$ cat src/rtl/vga_pattern_stream.sv
// -----------------------------------------------------------------------------
// vga_pattern_stream
//
// AXI4-Stream video test-pattern source. Produces H_ACTIVE x V_ACTIVE frames
// of 32-bit pixels {8'h00, R, G, B}. tuser flags the first pixel of a frame,
// tlast flags the last pixel of each line, and tready backpressure is fully
// honoured. Every output comes straight from a register: the pixel for the
// next beat is computed one cycle ahead and loaded on the handshake edge.
//
// Ports:
//   clk            in   pixel/stream clock
//   reset_n        in   asynchronous active-low reset
//   enable         in   start/continue streaming, sampled at frame boundaries
//   pattern_sel    in   0 bars, 1 checkerboard, 2 moving box, 3 solid
//   solid_rgb      in   {R,G,B} colour for patterns 2 and 3
//   m_axis_tdata   out  pixel data
//   m_axis_tvalid  out  beat valid
//   m_axis_tready  in   sink ready
//   m_axis_tlast   out  last pixel of a line
//   m_axis_tuser   out  first pixel of a frame
//   frame_done     out  one-cycle pulse after the final beat of a frame
//   frame_cnt      out  completed-frame counter (wraps)
// -----------------------------------------------------------------------------
module vga_pattern_stream #(
   parameter int H_ACTIVE  = 640,
   parameter int V_ACTIVE  = 480,
   parameter int BAR_WIDTH = 80,
   parameter int BOX_SIZE  = 32,
   parameter int BOX_STEP  = 4
) (
   input  logic        clk,
   input  logic        reset_n,
   input  logic        enable,
   input  logic [1:0]  pattern_sel,
   input  logic [23:0] solid_rgb,
   output logic [31:0] m_axis_tdata,
   output logic        m_axis_tvalid,
   input  logic        m_axis_tready,
   output logic        m_axis_tlast,
   output logic        m_axis_tuser,
   output logic        frame_done,
   output logic [15:0] frame_cnt
);

   localparam logic [9:0]  X_LAST  = 10'(H_ACTIVE - 1);
   localparam logic [8:0]  Y_LAST  = 9'(V_ACTIVE - 1);
   localparam logic [8:0]  BOX_Y   = 9'((V_ACTIVE - BOX_SIZE) / 2);
   localparam logic [10:0] BOX_SZ  = 11'(BOX_SIZE);
   localparam logic [10:0] BOX_ADV = 11'(BOX_STEP);
   localparam logic [10:0] H_LIM   = 11'(H_ACTIVE);
   localparam logic [9:0]  BAR_W   = 10'(BAR_WIDTH);

   typedef enum logic {
      ST_IDLE,
      ST_STREAM
   } state_e;

   state_e      state_q, state_d;
   logic [9:0]  x_q, x_d;
   logic [8:0]  y_q, y_d;
   logic [1:0]  pat_q, pat_d;
   logic [23:0] rgb_q, rgb_d;
   logic [9:0]  box_x_q, box_x_d;
   logic [31:0] tdata_q, tdata_d;
   logic        tlast_q, tlast_d;
   logic        tuser_q, tuser_d;
   logic        frame_done_q, frame_done_d;
   logic [15:0] frame_cnt_q, frame_cnt_d;
   logic        load;
   logic        last_beat;
   logic [10:0] box_adv_sum;

   // Colour of pixel (x, y) for the given frame settings.
   function automatic logic [23:0] pixel_rgb(
      input logic [9:0]  px,
      input logic [8:0]  py,
      input logic [1:0]  sel,
      input logic [23:0] rgb,
      input logic [9:0]  bx
   );
      logic [9:0]  bar;
      logic [10:0] px_e, bx_e, py_e, by_e;
      logic        in_box;
      bar    = px / BAR_W;
      px_e   = {1'b0, px};
      bx_e   = {1'b0, bx};
      py_e   = {2'b00, py};
      by_e   = {2'b00, BOX_Y};
      in_box = (px_e >= bx_e) && (px_e < bx_e + BOX_SZ) &&
               (py_e >= by_e) && (py_e < by_e + BOX_SZ);
      pixel_rgb = 24'h000000;
      case (sel)
         2'd0: begin
            // Bars past the eighth clamp to bar 7, which is black.
            if (bar > 10'd7) begin
               pixel_rgb = 24'h000000;
            end else begin
               case (bar[2:0])
                  3'd0:    pixel_rgb = 24'hFFFFFF;
                  3'd1:    pixel_rgb = 24'hFFFF00;
                  3'd2:    pixel_rgb = 24'h00FFFF;
                  3'd3:    pixel_rgb = 24'h00FF00;
                  3'd4:    pixel_rgb = 24'hFF00FF;
                  3'd5:    pixel_rgb = 24'hFF0000;
                  3'd6:    pixel_rgb = 24'h0000FF;
                  default: pixel_rgb = 24'h000000;
               endcase
            end
         end
         2'd1:    pixel_rgb = (px[5] ^ py[5]) ? 24'hFFFFFF : 24'h000000;
         2'd2:    pixel_rgb = in_box ? rgb : 24'h000000;
         default: pixel_rgb = rgb;
      endcase
   endfunction

   assign last_beat   = (x_q == X_LAST) && (y_q == Y_LAST);
   assign box_adv_sum = {1'b0, box_x_q} + BOX_ADV;

   always_comb begin
      state_d      = state_q;
      x_d          = x_q;
      y_d          = y_q;
      pat_d        = pat_q;
      rgb_d        = rgb_q;
      box_x_d      = box_x_q;
      tdata_d      = tdata_q;
      tlast_d      = tlast_q;
      tuser_d      = tuser_q;
      frame_done_d = 1'b0;
      frame_cnt_d  = frame_cnt_q;
      load         = 1'b0;

      case (state_q)
         ST_IDLE: begin
            if (enable) begin
               state_d = ST_STREAM;
               x_d     = 10'd0;
               y_d     = 9'd0;
               pat_d   = pattern_sel;
               rgb_d   = solid_rgb;
               load    = 1'b1;
            end
         end
         ST_STREAM: begin
            // tvalid is 1 in this state, so tready alone is the handshake.
            if (m_axis_tready) begin
               if (last_beat) begin
                  frame_cnt_d  = frame_cnt_q + 16'd1;
                  frame_done_d = 1'b1;
                  box_x_d      = (box_adv_sum + BOX_SZ > H_LIM) ? 10'd0 : box_adv_sum[9:0];
                  x_d          = 10'd0;
                  y_d          = 9'd0;
                  if (enable) begin
                     // Gapless restart: next frame uses freshly latched settings
                     // and the already-advanced box position.
                     pat_d = pattern_sel;
                     rgb_d = solid_rgb;
                     load  = 1'b1;
                  end else begin
                     state_d = ST_IDLE;
                     tdata_d = 32'h0;
                     tlast_d = 1'b0;
                     tuser_d = 1'b0;
                  end
               end else begin
                  if (x_q == X_LAST) begin
                     x_d = 10'd0;
                     y_d = y_q + 9'd1;
                  end else begin
                     x_d = x_q + 10'd1;
                  end
                  load = 1'b1;
               end
            end
         end
         default: state_d = ST_IDLE;
      endcase

      if (load) begin
         tdata_d = {8'h00, pixel_rgb(x_d, y_d, pat_d, rgb_d, box_x_d)};
         tlast_d = (x_d == X_LAST);
         tuser_d = (x_d == 10'd0) && (y_d == 9'd0);
      end
   end

   always_ff @(posedge clk or negedge reset_n) begin
      if (!reset_n) begin
         state_q      <= ST_IDLE;
         x_q          <= 10'd0;
         y_q          <= 9'd0;
         pat_q        <= 2'd0;
         rgb_q        <= 24'h0;
         box_x_q      <= 10'd0;
         tdata_q      <= 32'h0;
         tlast_q      <= 1'b0;
         tuser_q      <= 1'b0;
         frame_done_q <= 1'b0;
         frame_cnt_q  <= 16'd0;
      end else begin
         state_q      <= state_d;
         x_q          <= x_d;
         y_q          <= y_d;
         pat_q        <= pat_d;
         rgb_q        <= rgb_d;
         box_x_q      <= box_x_d;
         tdata_q      <= tdata_d;
         tlast_q      <= tlast_d;
         tuser_q      <= tuser_d;
         frame_done_q <= frame_done_d;
         frame_cnt_q  <= frame_cnt_d;
      end
   end

   assign m_axis_tvalid = (state_q == ST_STREAM);
   assign m_axis_tdata  = tdata_q;
   assign m_axis_tlast  = tlast_q;
   assign m_axis_tuser  = tuser_q;
   assign frame_done    = frame_done_q;
   assign frame_cnt     = frame_cnt_q;

endmodule

$ cat config.mk
export PLATFORM = sky130hd
export DESIGN_NAME = vga_pattern_stream
export DESIGN_NICKNAME = d
export VERILOG_FILES = /design/src/rtl/vga_pattern_stream.sv
export SDC_FILE = /design/constraint.sdc
export NUM_CORES = 1
export LEC_CHECK = 0
export CAP_MARGIN = 20
export CORE_ASPECT_RATIO = 0.8
export CORE_MARGIN = 2
export CORE_UTILIZATION = 46
export CTS_CLUSTER_DIAMETER = 200
export CTS_CLUSTER_SIZE = 40
export DETAILED_ROUTE_END_ITERATION = 10
export PLACE_DENSITY = 0.72
export SLEW_MARGIN = 10
export SYNTH_ARGS = -nofsm -noshare
export SYNTH_HDL_FRONTEND = slang
export SYNTH_SLANG_ARGS = --single-unit
export TNS_END_PERCENT = 30
$ cat constraint.sdc
create_clock -name clk -period 6.35 [get_ports clk]
set_input_delay 0.9525 -clock clk [delete_from_list [all_inputs] [get_ports clk]]
set_output_delay 0.9525 -clock clk [all_outputs]
set_load 0.01 [all_outputs]
==> results.txt, run 1 <==
Status = completed
CP Capture Type = register
H-tree depth = 3
Synth Area in Adders = 0.0509
Final setup fails = 0
Worst Path Max Fanout = 11
Die Ht = 103 um
Register area share after synthesis = 0.442
Post-CTS Setup Bufs = 0
Slew @ Worst Pin = 969 ps
Buffers on Ports = 73
Primary FF master, synth = dfrtp_1
Drt via density = 5.92
Worst clock skew = 9.47 ps
Synth Area per Inst = 9.67 um^2
Clock transition at path regs = 70 ps
Number of enable flip-flop cells after synthesis = 0
CTS buffer count = 9
RSZ-0062 raised after global routing = no
Vias in the first global route = 4582
Antenna viol nets, final = 0
Drt pass-1 iters = 5
Layout Nets = 698
Critical path's largest stage delay = 580 ps
Total power = 1.69 mW
Final hold vios = 0
CTS tree = done
Ys Warns = 0
Crit path top cell by count = ha_1
Fillers = 1062
Ys async rst share = 1.00
Share of cells above drive strength 1 = 0.104
Initial core utilization = 0.466
Internal power = 1.18 mW
Xor-xnor portion of the synthesized cell area = 0.0359
CP required = 6560 ps
Final HPWL DP = 9990 um
I/O Pins = 82
Root Buffer = clkbuf_16
Vias = 4750
Die X = 127 um
Mux cell area share after synthesis = 0.0636
Yosys cell types = 68
Area leader, netlist = dfrtp_1
PwrDens = 250 nW/um^2
Synth top area cells = dfrtp_1, mux2_2, ha_1
Cells after Synth = 580
GRT Util Overall = 0.216
Worst Reg-to-Reg Cells = 21
Sw Share = 0.300
Post-CTS Resized = 0
Worst Path Arrival = 5830 ps
Initial DRC count = 315
Type of the worst min-delay path = register to register
Row cnt = 36
Drc violations = 0
# diodes = 0
Crit share post-route = 0.885
Period minus WS final = 5620 ps
First-pass GRT wire length = 22700 um
Sequential Area = 2480 um^2
Initial antenna violation count = 0
Largest net degree at the start of global routing = 67
Sink Count = 99
Setup TNS = 0 ps
Crit-path cells = ha_1 > nand3_1 > xnor2_1 > ha_1 > inv_1 > a2111oi_2 > a211oi_1 > a211oi_2 > nand2_1 > o31a_1 > inv_1 > ha_1 > nand3_1 > xnor2_1 > ha_1 > o21a_1 > nor2_1 > a21oi_1 > o31ai_4 > a211oi_2 > o21ai_0
Max-cap viol count = 0
Most frequent cells in the layout = dfrtp_1, nand2_1, clkdlybuf4s50_1
Main combinational cell family by area after synthesis = compound AO/OA/AOI/OAI gates
Synth top area share = 0.442
Max-slew violation count = 0
Most common cell after layout, fill and taps aside = dfrtp_1
Maximum clock path buffer count = 2
Worst hold stages = 1
Simple-gate area share of the yosys netlist = 0.173
Grt ovf = 0
Critical path startpoint category = register
Gpl congestion = 0.921
Slew HR = 0.351
Max IR drop VDD = 0.152 mV
NetSw = 0.508 mW
Syn-to-layout area delta = 20.7%
Pleak = 2.88 nW
Fmax = 178 MHz
Post-cts hold buffer count = 0
Synth Area in Compound Gates = 0.190
Sequential power share = 0.443
Synthesized flop and latch total = 99
Clock power frac = 0.337
Area occupied by multi-input gates = 2910 um^2
Clk_lat worst skew = 350 ps
CP max stage cell = a2111oi_2
Core area = 12000 um^2
Setup CP Type = register to register
Mapped Area = 5610 um^2
Total routed wirelength = 13700 um
Die footprint = 13100 um^2
WL/cell = 17.0 um
Combinational power share = 0.219
## power groups by stage
stage | sequential (mW) | combinational (mW) | clock (mW)
final | 0.750 | 0.371 | 0.570
after global routing | 0.759 | 0.413 | 0.609
after CTS | 0.748 | 0.369 | 0.582
after detailed placement | 0.760 | 0.367 | 0
after floorplan | 0.756 | 0.202 | 0
after global placement | 0.758 | 0.356 | 0
## cell type report
cell class                      count  area share
Sequential cell                    99       0.366
Clock inverter                      6      0.0118
Inverter                           23      0.0127
Tap cell                          152      0.0281
Timing Repair Buffer               80       0.118
Multi-Input combinational cell    433       0.430
Clock buffer                       10      0.0338
## path summary, 6_finish.rpt
path	start	endpoint	slack, ps
max	box_x_q[2]	m_axis_tdata[17]	730
min	frame_cnt[15]	frame_cnt[15]	480
max reg2reg	box_x_q[2]	m_axis_tdata[17]	730
min reg2reg	frame_cnt[15]	frame_cnt[15]	480
max in group asynchronous	reset_n	m_axis_tdata[14]	4650
min in group asynchronous	reset_n	frame_done	550
## cells in the mapped netlist (3+ instances only)
master and instances:
ha_1 22, and4_1 5, nor2_1 24, nand2_1 73, a211oi_2 3, nor3_1 9
nor4_1 6, nand2b_1 6, xnor2_1 19, xor2_1 4, buf_2 7, nand4_1 18
and2_1 5, o21a_1 8, mux2i_1 5, clkbuf_1 13, o21ai_1 19, nor2b_1 5
a21oi_1 24, and3_1 3, mux2_2 26, o41ai_1 3, a31oi_1 3, or4_1 5
o31ai_1 18, buf_1 3, dfrtp_1 99, o31a_1 3, nand3_1 20, o211ai_1 7
a21o_1 3, o21ai_0 35, inv_1 23, buf_4 9
## registers in the layout, indices dropped and copies added, names as in the netlist
name           flops
frame_done         1
m_axis_tvalid      1
box_x_q           10
rgb_q             24
pat_q              2
m_axis_tuser       1
m_axis_tlast       1
y_q                9
m_axis_tdata      24
frame_cnt         16
x_q               10
## routing by layer
| metal | vias up | wire (um) | GRT usage |
|---|---|---|---|
| met5 | - | 0 | 0 |
| met4 | 0 | 199 | 0.0516 |
| met3 | 22 | 803 | 0.0467 |
| met2 | 154 | 6330 | 0.341 |
| met1 | 2349 | 6360 | 0.307 |
| li1 | 2225 | - | - |
## cell families after synthesis
kind of cell | count (synthesis)
flops | 99
fa+ha+maj | 23
mux | 32
simple gates | 193
xor+xnor | 23
compound gates | 154
other cells | 1
buf+inv | 55
## critical path: cells and delay by family, from the launching register on
| family | cells | cell delay [ps] |
|---|---|---|
| xor gates and xnor gates | 2 | 390 |
| buffers and inverters | 2 | 150 |
| adders and majority gates | 4 | 1130 |
| AOI/OAI and AO/OA | 9 | 2670 |
| and+or+nand+nor | 4 | 630 |
| DFF | 1 | 510 |
## metrics by stage
step	utilization	setup WS [ps]	instance area [um^2]	cells	hold slack (ps)
final	0.563	727	6770	803	477
after global routing	0.563	269	6770	803	516
after CTS	0.561	785	6750	802	480
after detailed placement	0.535	798	6440	786	469
after global placement	0.535	1040	6440	786	460
after floorplan	-	1540	5640	587	467
Power figures use the tool's default switching activity.
==> run 2, diff against run 1 <==
--- a/config.mk
+++ b/config.mk
@@ -6,7 +6,7 @@
 export NUM_CORES = 1
 export LEC_CHECK = 0
 export CAP_MARGIN = 20
-export CORE_ASPECT_RATIO = 0.8
+export CORE_ASPECT_RATIO = 1.5
 export CORE_MARGIN = 2
 export CORE_UTILIZATION = 46
 export CTS_CLUSTER_DIAMETER = 200
==> run 2 against run 1 <==
  * Power down 2.7%
  * Die area about the same
  * Global-route usage up 1.1 points
  * Critical path depth down 3
  * Worst hold slack better by 5.3 ps
  * Clock skew up 1.7 ps
==> results.txt, run 2 (synthesis gave the netlist of run 1 again) <==
CP Capture Type = register
Met1 GRT Util = 0.273 (-0.0336)
Slew @ Worst Pin = 838 ps (-131 ps)
Critical path's largest stage delay = 750 ps (+170 ps)
Largest net degree at the start of global routing = 66 (-1.5%)
Drt via density = 5.78 (-2.3%)
CTS tree = done
GR Layer Usage met2 = 0.388 (+0.0470)
PwrDens = 245 nW/um^2 (-2.0%)
Crit-path cells = ha_1 > nand4_1 > nor3_1 > nand2_1 > inv_1 > nand2_1 > o31a_1 > inv_1 > ha_1 > nand3_1 > xnor2_1 > ha_1 > o21a_1 > nor2_1 > a21oi_1 > o31ai_4 > a211oi_2 > o21ai_0
Post-CTS Setup Bufs = 0 (unchanged)
Post-layout util = 0.562 (-0.000827)
# diodes = 0 (unchanged)
Syn-to-layout area delta = 19.9%
Gr busiest metal = met2
Crit path top cell by count = ha_1
H-tree depth = 3 (unchanged)
Initial DRC count = 216 (-31%)
Share of cells above drive strength 1 = 0.103 (-0.00122)
Final setup fails = 0 (unchanged)
Post-CTS Resized = 0 (unchanged)
Die Ht = 139 um (+35%)
I/O Pins = 82 (unchanged)
Worst clock skew = 11.2 ps (+1.73 ps)
Max-slew violation count = 0 (unchanged)
Clock transition at path regs = 70 ps (about the same)
WL/cell = 17.2 um (+1.2%)
Final Non-Filler Cells = 802 (-0.12%)
Gpl congestion = 0.895 (-2.7%)
Type of the worst min-delay path = register to register
Reg2reg start = x_q[0]
Hold EP = frame_cnt[15]
Worst Path Max Fanout = 15 (+4)
Die X = 94.2 um (-26%)
Antenna viol nets, final = 0 (unchanged)
Row cnt = 49 (+36%)
Layout Nets = 696 (-0.29%)
Period minus WS final = 5700 ps (+75.7 ps)
RSZ-0062 raised after global routing = no
Status = completed
Total routed wirelength = 13800 um (+1.1%)
Delay-heaviest family, CP = simple AND/OR/NAND/NOR gates
Pleak = 2.86 nW (-0.73%)
Worst R2R End = m_axis_tdata[23]
CTS buffer count = 9 (unchanged)
Post-cts hold buffer count = 0 (unchanged)
Setup CP Type = register to register
Critical path startpoint category = register
Max-cap viol count = 0 (unchanged)
Dpl cells = 786 (unchanged)
Die footprint = 13100 um^2 (about the same)
Crit share post-route = 0.897 (+0.0119)
Final hold vios = 0 (unchanged)
Met3 global-route usage = 0.0547 (+0.00798)
CP required = 6560 ps (about the same)
Most frequent cells in the layout = dfrtp_1, nand2_1, clkdlybuf4s50_1
Vias = 4633 (-2.5%)
Worst Reg-to-Reg Cells = 18 (-14%)
Slew HR = 0.441 (+0.0901)
WP buf/inv = 2 (unchanged)
Vias in the first global route = 4764 (+4.0%)
CP max stage cell = nor3_1
Fmax = 175 MHz (-1.3%)
Most common cell after layout, fill and taps aside = dfrtp_1
Initial antenna violation count = 0 (unchanged)
Hold_sp = frame_cnt[15]
Root Buffer = clkbuf_16
Clk_lat worst skew = 350 ps (about the same)
Maximum clock path buffer count = 2 (unchanged)
Worst hold stages = 1 (unchanged)
Initial core utilization = 0.469 (+0.00278)
Flop2flop setup slack = 650 ps (-80 ps)
Drt pass-1 iters = 4 (-1)
Buffers on Ports = 73 (unchanged)
Grt ovf = 0 (unchanged)
Total power = 1.64 mW (-2.7%)
Setup TNS = 0 ps (unchanged)
Worst Path Arrival = 5910 ps (+80 ps)
Final HPWL DP = 10300 um (+2.8%)
First-pass GRT wire length = 23700 um (+4.1%)
WHS = 483 ps (+5.35 ps)
Drc violations = 0 (unchanged)
Max IR drop VDD = 0.156 mV (+2.2%)
Core area = 12000 um^2 (-0.59%)
Sink Count = 99 (unchanged)
GRT Util Overall = 0.227 (+0.0114)
==> run 2: where the power goes <==
part	switching (mW)	internal (mW)	leakage (nW)	total, mW
combinational	0.192	0.163	1.43	0.355
clock	0.264	0.277	0.146	0.541
sequential	0.0545	0.695	1.28	0.749
total	0.510	1.14	2.86	1.64
==> run 2: per-layer routing <==
metal / up-vias / wire length [um] / share of wire
met3: 28 / 728 / 0.053
met4: 0 / 465 / 0.034
li1: 2234 / - / -
met5: - / 0 / 0
met2: 147 / 7150 / 0.52
met1: 2224 / 5490 / 0.40
==> run 2: worst reg2reg max path, cell delays in order, from the launching register on <==
cell,delay (ps)
dfrtp_1,440
ha_1,310
nand4_1,280
nor3_1,750
nand2_1,630
inv_1,640
nand2_1,180
o31a_1,310
inv_1,80
ha_1,180
nand3_1,90
xnor2_1,140
ha_1,270
o21a_1,120
nor2_1,50
a21oi_1,250
o31ai_4,160
a211oi_2,510
o21ai_0,180
==> run 2: cell type report <==
class                   instances  area, um^2
clock buffers                   9         225
inverters                      23        86.3
fillers                      1059        5230
clock inverters                 7        67.6
well taps                     153         191
repair buffers                 78         766
multi-input cells             433        2910
flip-flops and latches         99        2480
==> run 2: how the worst max path moves through the flow <==
stage,startpoint,to,slack (ps),depth (start not counted)
floorplan,box_x_q[2],m_axis_tdata[0],1540,22
global placement,m_axis_tready,m_axis_tdata[21],530,18
detailed placement,m_axis_tready,m_axis_tdata[23],380,18
CTS,x_q[0],m_axis_tdata[22],640,18
global route,x_q[0],m_axis_tdata[21],180,18
finish,x_q[0],m_axis_tdata[23],650,18
==> run 2: stage by stage <==
stage | cell area [um^2] | setup WS (ps)
3_3_place_gp | 6430 | 525
6_report | 6720 | 652
2_1_floorplan | 5640 | 1540
4_1_cts | 6720 | 637
5_1_grt | 6720 | 182
3_5_place_dp | 6430 | 384
==> run 3, diff against run 2 <==
--- a/config.mk
+++ b/config.mk
@@ -12,7 +12,8 @@
 export CTS_CLUSTER_DIAMETER = 200
 export CTS_CLUSTER_SIZE = 40
 export DETAILED_ROUTE_END_ITERATION = 10
-export PLACE_DENSITY = 0.72
+export PLACE_DENSITY = 0.69
+export SKIP_CTS_REPAIR_TIMING = 1
 export SLEW_MARGIN = 10
 export SYNTH_ARGS = -nofsm -noshare
 export SYNTH_HDL_FRONTEND = slang
==> run 3 against run 2 <==
  * Sequential power hardly changed
  * Largest power group unchanged
  * Count of clock-buffer cells in the layout is the same
  * Clock power decreased by 3%
  * Power down 0.86%
  * Clock skew shrank 5.7 ps
  * Worst hold slack lost 8.8 ps
==> results.txt, run 3 (synthesis gave the netlist of run 1 again) <==
First-pass GRT wire length = 22900 um (-3.4%)
Drc violations = 0 (unchanged)
Final hold vios = 0 (unchanged)
Post-route cell area = 6710 um^2 (-0.15%)
Max-slew violation count = 0 (unchanged)
Worst clock skew = 5.50 ps (-5.70 ps)
Core area = 12000 um^2 (unchanged)
CTS tree = done
Grt ovf = 0 (unchanged)
Type of the worst min-delay path = register to register
GRT Util Overall = 0.218 (-0.00940)
Layout Nets = 696 (unchanged)
Root Buffer = clkbuf_16
Largest net degree at the start of global routing = 52 (-21%)
Maximum clock path buffer count = 2 (unchanged)
Max IR drop VDD = 0.122 mV (-22%)
Post-layout util = 0.561 (-0.000837)
Final HPWL DP = 10300 um (-0.21%)
Pleak = 2.84 nW (-0.39%)
RSZ-0062 raised after global routing = no
Worst Setup Slack, final = 739 ps (+87.4 ps)
Clock transition at path regs = 70 ps (about the same)
WL/cell = 17.2 um (about the same)
Post-place setup slack = 595 ps (+211 ps)
Syn-to-layout area delta = 19.7%
I/O Pins = 82 (unchanged)
Initial core utilization = 0.469 (unchanged)
Sink Count = 99 (unchanged)
Die footprint = 13100 um^2 (unchanged)
Setup TNS = 0 ps (unchanged)
Most frequent cells in the layout = dfrtp_1, nand2_1, clkdlybuf4s50_1
Setup CP Type = register to register
Antenna viol nets, final = 0 (unchanged)
Initial antenna violation count = 0 (unchanged)
Area after DPL = 6430 um^2 (unchanged)
Die X = 94.2 um (unchanged)
Drt pass-1 iters = 4 (unchanged)
Fmax = 178 MHz (+1.6%)
Slew @ Worst Pin = 868 ps (+29.8 ps)
# diodes = 0 (unchanged)
Crit share post-route = 0.884 (-0.0138)
Max-cap viol count = 0 (unchanged)
CP required = 6550 ps (about the same)
Status = completed
Drt via density = 5.80 (+0.39%)
WHS = 474 ps (-8.77 ps)
H-tree depth = 3 (unchanged)
Period minus WS final = 5610 ps (-87.4 ps)
Worst Path Max Fanout = 11 (-4)
Final setup fails = 0 (unchanged)
Vias in the first global route = 4707 (-1.2%)
Critical path startpoint category = register
PwrDens = 243 nW/um^2 (-0.71%)
CP Capture Type = register
Initial DRC count = 249 (+15%)
Buffers on Ports = 73 (unchanged)
Row cnt = 49 (unchanged)
Total routed wirelength = 13800 um (about the same)
Vias = 4651 (+0.39%)
Most common cell after layout, fill and taps aside = dfrtp_1
Worst Path Arrival = 5810 ps (-100 ps)
Slew HR = 0.417 (-0.0248)
Die Ht = 139 um (unchanged)
Share of cells above drive strength 1 = 0.103 (unchanged)
CTS buffer count = 9 (unchanged)
Gpl congestion = 0.909 (+1.5%)
Clk_lat worst skew = 340 ps (about the same)
-- run 3: changes by cell type in the layout (fill, tap and decap cells not counted), sizes merged --
cell | previous run | this run
clkinv | 2 | 1
clkinvlp | 0 | 2
inv | 28 | 27
-- run 3: final cells by class --
cell class / instances / area (um^2)
tap: 153 / 191
clock inverter: 7 / 57.6
fill: 1094 / 5240
inverter: 23 / 86.3
sequential: 99 / 2480
multi-input combinational: 433 / 2910
timing repair buffer: 78 / 766
clock buffer: 9 / 225
-- run 3: report_power, final --
group | leakage, nW | internal (mW) | switching, mW
Combinational | 1.43 | 0.164 | 0.192
Sequential | 1.28 | 0.695 | 0.0548
Clock | 0.135 | 0.272 | 0.253
Total | 2.84 | 1.13 | 0.500
-- run 3: worst paths after layout --
path	slack, ps	from	to	cells after the start
max	740	box_x_q[2]	m_axis_tdata[23]	21
min reg2reg	470	frame_cnt[15]	frame_cnt[15]	1
min	470	frame_cnt[15]	frame_cnt[15]	1
max in group asynchronous	4680	reset_n	x_q[2]	2
max reg2reg	740	box_x_q[2]	m_axis_tdata[23]	21
min in group asynchronous	620	reset_n	m_axis_tdata[18]	1
-- run 3: routing by layer --
metal / vias up / wire length [um] / GRT usage
li1: 2226 / - / -
met1: 2242 / 5460 / 0.261
met2: 154 / 7260 / 0.385
met3: 29 / 795 / 0.0406
met4: 0 / 318 / 0.0748
met5: - / 0 / 0
-- run 3: metrics by stage --
stage          instances  power, mW
2_1_floorplan        587      0.957
3_3_place_gp         786       1.10
3_5_place_dp         786       1.12
4_1_cts              802       1.64
5_1_grt              802       1.71
6_report             802       1.63
-- run 3: worst max-delay path, stage by stage, from the launching register on --
cell       delay [ps]
dfrtp_1           470
ha_1              460
nand3_1           330
xnor2_1           310
ha_1              250
inv_1              60
a2111oi_2         540
a211oi_1          190
a211oi_2          400
nand2_1           160
o31a_1            300
inv_1              90
ha_1              190
nand3_1           100
xnor2_1           140
ha_1              270
o21a_1            110
nor2_1             30
a21oi_1           200
o31ai_4           140
a211oi_2          510
o21ai_0           200
